File: config.mk
export PLATFORM = sky130hd
export DESIGN_NAME = mem_access_stage
export DESIGN_NICKNAME = d
export VERILOG_FILES = /design/src/rtl/mem_access_stage.sv
export SDC_FILE = /design/constraint.sdc
export NUM_CORES = 1
export LEC_CHECK = 0
export ABC_AREA = 1
export BUFFER_PORTS_ARGS = -buffer_cell sky130_fd_sc_hd__buf_4
export CORE_MARGIN = 4
export CORE_UTILIZATION = 45
export DETAILED_ROUTE_END_ITERATION = 8
export PLACE_DENSITY = 0.72
export RECOVER_POWER = 50
export SLEW_MARGIN = 40
export SYNTH_ARGS = -nofsm -noshare
export SYNTH_HDL_FRONTEND = slang
export SYNTH_SLANG_ARGS = --single-unit
File: constraint.sdc
create_clock -name clk -period 15.06 [get_ports clk]
set_input_delay 2.259 -clock clk [delete_from_list [all_inputs] [get_ports clk]]
set_output_delay 2.259 -clock clk [all_outputs]
set_load 0.005 [all_outputs]
File: src/rtl/mem_access_stage.sv
// RV32I memory-access stage: forwards ALU results, runs LB/LH/LW/LBU/LHU/SB/SH/SW
// over a req/ack data port, and flags misaligned or undefined accesses as traps.
module mem_access_stage #(
  parameter int         XLEN      = 32,
  parameter logic [6:0] OP_LOAD   = 7'b0000011,
  parameter logic [6:0] OP_STORE  = 7'b0100011,
  parameter logic [6:0] OP_BRANCH = 7'b1100011
) (
  input  logic            clk,
  input  logic            rst,
  input  logic            i_vld,
  input  logic [XLEN-1:0] i_result,
  input  logic [XLEN-1:0] i_data_store,
  input  logic [XLEN-1:0] i_pc,
  input  logic [2:0]      i_func3,
  input  logic [6:0]      i_opcode,
  input  logic [4:0]      i_rd,
  output logic            o_stall,
  output logic            o_dmem_req,
  output logic            o_dmem_we,
  output logic [XLEN-1:0] o_dmem_addr,
  output logic [XLEN-1:0] o_dmem_wdata,
  output logic [3:0]      o_dmem_be,
  input  logic            i_dmem_ack,
  input  logic [XLEN-1:0] i_dmem_rdata,
  output logic            o_vld,
  output logic            o_wr,
  output logic [4:0]      o_rd,
  output logic [XLEN-1:0] o_wb_data,
  output logic [XLEN-1:0] o_pc,
  output logic [4:0]      o_fwd_rd,
  output logic [XLEN-1:0] o_fwd_data,
  output logic            o_trap,
  output logic [XLEN-1:0] o_trap_pc
);

  typedef enum logic {S_IDLE, S_WAIT} state_t;
  state_t state_reg;

  logic            we_reg;
  logic [XLEN-1:0] addr_reg, wdata_reg, pc_reg;
  logic [3:0]      be_reg;
  logic [2:0]      func3_reg;
  logic [1:0]      off_reg;
  logic [4:0]      rd_reg;

  logic            is_load, is_store, f3_ok, misaligned;
  logic [1:0]      off;
  logic [3:0]      be_next;
  logic [XLEN-1:0] wdata_next, load_data;
  logic [7:0]      rbyte [4];
  logic [7:0]      lbyte;
  logic [15:0]     lhalf;

  assign is_load  = (i_opcode == OP_LOAD);
  assign is_store = (i_opcode == OP_STORE);
  assign off      = i_result[1:0];

  assign misaligned = ((i_func3[1:0] == 2'b01) && i_result[0]) ||
                      ((i_func3[1:0] == 2'b10) && (i_result[1:0] != 2'b00));

  always_comb begin
    f3_ok = 1'b0;
    case (i_func3)
      3'b000, 3'b001, 3'b010: f3_ok = 1'b1;
      3'b100, 3'b101:         f3_ok = is_load;
      default:                f3_ok = 1'b0;
    endcase
  end

  // Byte enables mark the accessed lane for loads too; wdata is only driven for stores.
  always_comb begin
    be_next    = 4'b1111;
    wdata_next = '0;
    case (i_func3[1:0])
      2'b00: begin
        be_next    = 4'b0001 << off;
        wdata_next = XLEN'({4{i_data_store[7:0]}});
      end
      2'b01: begin
        be_next    = 4'b0011 << off;
        wdata_next = XLEN'({2{i_data_store[15:0]}});
      end
      default: begin
        be_next    = 4'b1111;
        wdata_next = i_data_store;
      end
    endcase
    if (!is_store) wdata_next = '0;
  end

  for (genvar gi = 0; gi < 4; gi++) begin : g_lane
    assign rbyte[gi] = i_dmem_rdata[8*gi +: 8];
  end

  always_comb begin
    lbyte = rbyte[off_reg];
    lhalf = off_reg[1] ? i_dmem_rdata[31:16] : i_dmem_rdata[15:0];
    case (func3_reg)
      3'b000:  load_data = {{(XLEN-8){lbyte[7]}}, lbyte};
      3'b001:  load_data = {{(XLEN-16){lhalf[15]}}, lhalf};
      3'b100:  load_data = {{(XLEN-8){1'b0}}, lbyte};
      3'b101:  load_data = {{(XLEN-16){1'b0}}, lhalf};
      default: load_data = i_dmem_rdata;
    endcase
  end

  // Memory port is driven straight from the state register so reset drops it at once.
  assign o_dmem_req   = (state_reg == S_WAIT);
  assign o_stall      = o_dmem_req;
  assign o_dmem_we    = o_dmem_req & we_reg;
  assign o_dmem_addr  = o_dmem_req ? addr_reg  : '0;
  assign o_dmem_wdata = o_dmem_req ? wdata_reg : '0;
  assign o_dmem_be    = o_dmem_req ? be_reg    : 4'b0000;

  assign o_fwd_rd   = (o_vld && o_wr) ? o_rd : 5'd0;
  assign o_fwd_data = o_wb_data;

  always_ff @(posedge clk or posedge rst) begin
    if (rst) begin
      state_reg <= S_IDLE;
      we_reg    <= 1'b0;
      addr_reg  <= '0;
      wdata_reg <= '0;
      pc_reg    <= '0;
      be_reg    <= 4'b0000;
      func3_reg <= 3'b000;
      off_reg   <= 2'b00;
      rd_reg    <= 5'd0;
      o_vld     <= 1'b0;
      o_wr      <= 1'b0;
      o_rd      <= 5'd0;
      o_wb_data <= '0;
      o_pc      <= '0;
      o_trap    <= 1'b0;
      o_trap_pc <= '0;
    end else begin
      o_vld  <= 1'b0;
      o_wr   <= 1'b0;
      o_trap <= 1'b0;
      case (state_reg)
        S_IDLE: begin
          if (i_vld) begin
            if (is_load || is_store) begin
              if (!f3_ok || misaligned) begin
                o_trap    <= 1'b1;
                o_trap_pc <= i_pc;
              end else begin
                state_reg <= S_WAIT;
                we_reg    <= is_store;
                addr_reg  <= {i_result[XLEN-1:2], 2'b00};
                wdata_reg <= wdata_next;
                be_reg    <= be_next;
                pc_reg    <= i_pc;
                func3_reg <= i_func3;
                off_reg   <= off;
                rd_reg    <= i_rd;
              end
            end else begin
              o_vld     <= 1'b1;
              o_wr      <= (i_opcode != OP_BRANCH) && (i_rd != 5'd0);
              o_rd      <= i_rd;
              o_wb_data <= i_result;
              o_pc      <= i_pc;
            end
          end
        end
        S_WAIT: begin
          if (i_dmem_ack) begin
            state_reg <= S_IDLE;
            o_vld     <= 1'b1;
            o_wr      <= !we_reg && (rd_reg != 5'd0);
            o_rd      <= rd_reg;
            o_wb_data <= we_reg ? '0 : load_data;
            o_pc      <= pc_reg;
          end
        end
        default: state_reg <= S_IDLE;
      endcase
    end
  end

endmodule

==> flow_summary.json, run 1 <==
{
  "ys.flop_type": "dfrtp_1",
  "start_util_pct": 45.9,
  "slew_viol_final": 143,
  "grt_pass1_wl_um": 51900,
  "cts_setup_buffers": 0,
  "p_sw_share_pct": 25.6,
  "num_antenna_cells": 0,
  "pre_cts_slack_ns": 10.43,
  "final_cells": 1950,
  "drive_above_1_share_pct": 29.1,
  "wirelength_um": 33500,
  "gp_congestion": 0.903,
  "path_buf_inv": 3,
  "grt-ovfl-total": 0,
  "dp_hpwl_um": 23500,
  "power_leakage_nw": 7.51,
  "post-route-util_pct": 59.2,
  "antenna_found_initial": 0,
  "holdWs_ns": 0.480,
  "die_y_um": 163,
  "period_share_pct": 54.6,
  "hp-class": "reg2reg",
  "core_area_um2": 23500,
  "synthArstFlopShare_pct": 100,
  "crit_type": "in2async",
  "synth_edf_count": 0,
  "p_comb_share_pct": 14.6,
  "grt_max_degree": 141,
  "setup_viol": 0,
  "power_density_nw_per_um2": 101,
  "pwr-share-seq_pct": 46.0,
  "p_sw_uw": 361,
  "drc": 0,
  "max_slew_margin_pct": -193,
  "clk-insertion-delay-late_ns": 0.50,
  "synth.avg_cell_area_um2": 8.05,
  "synth_cells": 1338,
  "chipWidth_um": 163,
  "outcome": "finished, violations left",
  "post_cts_resized": 0,
  "final_common_cell": "nand2_1",
  "path_delay_family": "buffers and inverters",
  "cap_violations": 2,
  "clockBufferDepth": 3,
  "path_clk_slew_ns": 0.06,
  "io_buffers": 356,
  "hold_buffers": 0,
  "cp-start-kind": "input port",
  "crit_chain": "clkbuf_4 -> clkinvlp_2 -> clkbuf_1",
  "clock-sinks": 214,
  "fmaxAchievable_ghz": 0.122,
  "root_buffer": "clkbuf_16",
  "worst-path-max-fanout": 82,
  "cp_data_required_time_ns": 14.00,
  "dp.cells": 1910,
  "clkPwrFrac_pct": 39.4,
  "grt_pass1_vias": 9543,
  "die-area_um2": 26500,
  "irDropWorstVdd_uv": 55.6,
  "critPathCaptureType": "asynchronous set/reset pin",
  "wl_per_cell_um": 17.2,
  "synth-seq-cells": 214,
  "row_count": 56,
  "via_per_inst": 5.07,
  "hold_viol_final": 0,
  "worst_slew_pin_slew_ns": 4.40,
  "cts_htree_levels": 1,
  "ant_nets": 0,
  "rsz0062_at_grt": "no",
  "min_period_ns": 8.23,
  "via_count": 9890,
  "worst_path_max_delay_cell": "clkbuf_1",
  "drt_pass1_iterations": 6,
  "timing.final.ws_setup_ns": 6.83,
  "synthesis.area_um2": 10800,
  "setup_tns_ns": 0,
  "grtUsageTotal_pct": 24.2,
  "drt_iter0_markers": 748,
  "skew_ns": 0.00873,
  "cp_slowest_stage_delay_ns": 3.16,
  "yosysSeqAreaShare_pct": 49.7,
  "final_nets": 1764,
  "crit_arrival_ns": 7.17,
  "yosys_warnings": 0,
  "cts_tree": "yes",
  "cts_buffers": 23,
  "synth_cell_types": 34,
  "final_cell_mix": "352 x nand2_1, 260 x buf_4, 213 x dfrtp_1",
  "violations": "capacitance limit, slew limit",
  "p_int_mw": 1.05,
  "ios": 359,
  "synthToLayoutAreaGrowth_pct": 29.0
}
## logic make-up after synthesis
family / after synthesis / synth area share [%]
other: 1 / 0.0348
AOI/OAI and AO/OA: 326 / 18.6
buffers and inverters: 304 / 13.4
DFF: 214 / 49.7
and+or+nand+nor: 493 / 18.2
## synth_stat cells, types with 2 or more instances
library cell,instances,area (um^2)
nand2_1,353,1330
dfrtp_1,214,5360
nand3_1,21,105
o221ai_1,8,70.1
o21ai_1,62,310
inv_2,3,11.3
clkinv_1,3,11.3
o21ai_0,31,155
nand4_1,4,25.0
nand2_2,5,31.3
a21oi_1,108,541
clkbuf_2,3,15.0
clkbuf_1,31,116
nor2_2,2,12.5
o21ai_2,70,613
a31oi_1,33,206
buf_6,18,203
inv_1,184,691
buf_1,5,18.8
buf_2,18,90.1
o211ai_1,12,90.1
buf_4,38,285
nor2_1,101,379
## path summary, 6_finish.rpt
kind                                                 end  slack, ns                   start  depth (start not counted)
min in group asynchronous       wdata_reg[5]$_DFFE_PP0P_       2.50                     rst                          2
worst min-delay path              pc_reg[31]$_DFFE_PP0P_       0.48  pc_reg[31]$_DFFE_PP0P_                          2
worst max-delay path                o_dmem_req$_DFF_PP0_       6.83                     rst                          3
worst max register to register       o_rd[0]$_DFFE_PP0P_      11.32    o_dmem_req$_DFF_PP0_                          7
max in group clk                     o_rd[0]$_DFFE_PP0P_      10.42             i_opcode[1]                          9
worst min register to register    pc_reg[31]$_DFFE_PP0P_       0.48  pc_reg[31]$_DFFE_PP0P_                          2
## metrics by stage
step	area (um^2)	total power, mW
after floorplan	10800	0.757
after global placement	13200	0.866
after global routing	13900	1.47
after CTS	14000	1.43
after detailed placement	13200	0.871
final	13900	1.41
## worst register-to-register path, cell delays in order (launching register included)
cell	delay, ns
dfrtp_4	0.63
buf_6	0.36
nor2_2	0.30
nand2_1	0.16
nand2_1	1.00
buf_4	0.78
o211ai_1	0.29
o21ai_0	0.13
## area by class of cell
class | instances | area (um^2)
tap | 319 | 399
clock inverter | 5 | 52.6
clock buffer | 34 | 687
fill | 2141 | 9580
sequential | 214 | 5360
timing repair buffer | 366 | 2700
multi-input combinational | 821 | 3970
inverter | 191 | 721
## layer usage
metal | vias to the layer above | routed length [um] | part of all wire (%) | track usage, %
li1 | 4750 | - | - | -
met1 | 4701 | 14700 | 44 | 35.1
met2 | 379 | 15700 | 47 | 38.0
met3 | 60 | 2060 | 6.1 | 3.49
met4 | 0 | 978 | 2.9 | 7.66
met5 | - | 0 | 0 | 0
## power by group through the flow
stage	Clock (mW)	Combinational, mW	Sequential, mW
2_1_floorplan	0	0.105	0.652
3_3_place_gp	0	0.209	0.657
3_5_place_dp	0	0.213	0.658
4_1_cts	0.567	0.214	0.648
5_1_grt	0.590	0.229	0.653
6_report	0.555	0.206	0.648
Note: power is estimated with default switching activity, not from simulation.
==> run 2: changes to the inputs <==
==> constraint.sdc (replaced) <==
create_clock -name clk -period 8.2 [get_ports clk]
set_input_delay 1.23 -clock clk [delete_from_list [all_inputs] [get_ports clk]]
set_output_delay 1.23 -clock clk [all_outputs]
set_load 0.005 [all_outputs]
==> run 2 against run 1 <==
Against the previous run: the flow still finishes with violations (capacitance limit, slew limit); largest cell class unchanged; via count down 1.3%; utilization up 0.71 points; final area up 1.2%; critical path depth up 1; largest power group is now the clock network; sequential share of layout area down 0.46 points; global-route usage down 0.42 points; register-to-register slack worse by 8.1 ns; critical path type is now reg2out; worst setup slack worse by 3.8 ns; count of clock-buffer cells in the layout down 2.
==> flow_summary.json, run 2 (synthesis results as in run 1) <==
{
  "final_nets": 1764,
  "antenna_found_initial": 0,
  "cts_setup_buffers": 0,
  "irDropWorstVdd_uv": 118,
  "crit_type": "reg2out",
  "skew_ns": 0.00728,
  "min_period_ns": 5.20,
  "num_antenna_cells": 0,
  "setup_tns_ns": 0,
  "met3_usage_pct": 3.77,
  "via_count": 9761,
  "start_util_pct": 45.9,
  "hold_buffers": 0,
  "worst_path_max_delay_cell": "clkbuf_1",
  "power_leakage_nw": 7.59,
  "core_area_um2": 23500,
  "hold_viol_final": 0,
  "drc": 0,
  "cts_tree": "yes",
  "critPathCaptureType": "primary output",
  "clk-insertion-delay-late_ns": 0.50,
  "final_cell_mix": "351 x nand2_1, 256 x buf_4, 213 x dfrtp_1",
  "cap_violations": 1,
  "chipWidth_um": 163,
  "crit_arrival_ns": 3.97,
  "drive_above_1_share_pct": 29.4,
  "post_cts_resized": 0,
  "grt_max_degree": 137,
  "slew_viol_final": 59,
  "wirelength_um": 33100,
  "holdWs_ns": 0.481,
  "fmaxAchievable_ghz": 0.192,
  "cts_buffers": 24,
  "cp_data_required_time_ns": 6.97,
  "place_area_um2": 13200,
  "violations": "capacitance limit, slew limit",
  "path_buf_inv": 3,
  "drt_pass1_iterations": 5,
  "rsz0062_at_grt": "no",
  "grt_pass1_vias": 9157,
  "synthToLayoutAreaGrowth_pct": 30.5,
  "final_common_cell": "nand2_1",
  "die_y_um": 163,
  "wl_per_cell_um": 16.9,
  "grt_pass1_wl_um": 50900,
  "cts_htree_levels": 1,
  "ant_nets": 0,
  "cp_slowest_stage_delay_ns": 2.13,
  "max_slew_margin_pct": -94.6,
  "grtUsageTotal_pct": 23.8,
  "via_per_inst": 5.00,
  "use_met2_pct": 37.9,
  "p_total_mw": 2.78,
  "power_density_nw_per_um2": 197,
  "dp_hpwl_um": 23200,
  "period_share_pct": 63.5,
  "row_count": 56,
  "grt-ovfl-total": 0,
  "cp-start-kind": "register",
  "drt_iter0_markers": 794,
  "worst_slew_pin_slew_ns": 2.92,
  "crit_chain": "clkbuf_1 -> nand2_1 -> inv_1 -> buf_4",
  "die-area_um2": 26500,
  "gp_congestion": 0.885,
  "path_clk_slew_ns": 0.06,
  "io_buffers": 356,
  "outcome": "finished, violations left",
  "hp-class": "reg2reg",
  "fillCellCount": 2126,
  "clockBufferDepth": 3,
  "setup_viol": 0,
  "grt_busiest_layer": "met2",
  "worst-path-max-fanout": 58,
  "clock-sinks": 214,
  "root_buffer": "clkbuf_16",
  "ios": 359,
  "final_cell_area_um2": 14100,
  "path_delay_family": "buffers and inverters",
  "gr-usage-met1_pct": 34.7
}
[run 2: changes by cell type in the layout (fill, tap and decap cells not counted), moves of 2 or more]
cell       previous run  this run
bufinv_16             1         6
clkbuf_4             86        89
clkbuf_8              7         4
clkbuf_16            23        25
buf_4               260       256
[run 2: per-stage QoR]
stage / setup slack [ns] / util, % / cells
after detailed placement: 5.04 / 56.3 / 1910
final: 3.00 / 59.9 / 1952
after global routing: 2.72 / 59.9 / 1952
after global placement: 4.97 / 56.2 / 1910
after floorplan: 1.12 / - / 1339
after CTS: 4.59 / 60.1 / 1952
[run 2: layout make-up]
class                           instances  area (um^2)  area share (%)
Tap cell                              319          399            2.84
Timing Repair Buffer                  365         2690            19.1
Sequential cell                       214         5360            38.1
Clock buffer                           32          692            4.92
Inverter                              191          732            5.21
Clock inverter                         10          203            1.44
Multi-Input combinational cell        821         3980            28.3
[run 2: final timing paths]
check                                                   to                      start  slack, ns  cells after the start
worst max-delay path                      o_dmem_wdata[25]       o_dmem_req$_DFF_PP0_       3.00                      4
worst min-delay path             o_trap_pc[10]$_DFFE_PP0P_  o_trap_pc[10]$_DFFE_PP0P_       0.48                      2
worst max register to register  o_fwd_data[25]$_DFFE_PP0P_       o_dmem_req$_DFF_PP0_       3.26                      6
worst min register to register   o_trap_pc[10]$_DFFE_PP0P_  o_trap_pc[10]$_DFFE_PP0P_       0.48                      2
max in group asynchronous            pc_reg[1]$_DFFE_PP0P_                        rst       6.12                      3
min in group asynchronous        wdata_reg[17]$_DFFE_PP0P_                        rst       0.90                      2
[run 2: power breakdown]
part	leakage, nW	internal, mW	switching, mW	total [mW]
Sequential	2.76	1.13	0.0578	1.19
Clock	0.437	0.778	0.430	1.21
Combinational	4.39	0.183	0.194	0.377
[run 2: per-layer routing]
layer  vias to the layer above  wire [um]
li1                       4746          -
met1                      4621      14700
met2                       350      15600
met3                        44       2120
met4                         0        680
met5                         -          0
[run 2: worst register-to-register path: cells and delay by family (launching register included)]
family | cells | cell delay, ns
AND/OR/NAND/NOR | 3 | 1.11
AO/OA/AOI/OAI | 1 | 0.16
buffers and inverters | 2 | 2.77
flip-flops | 1 | 0.81
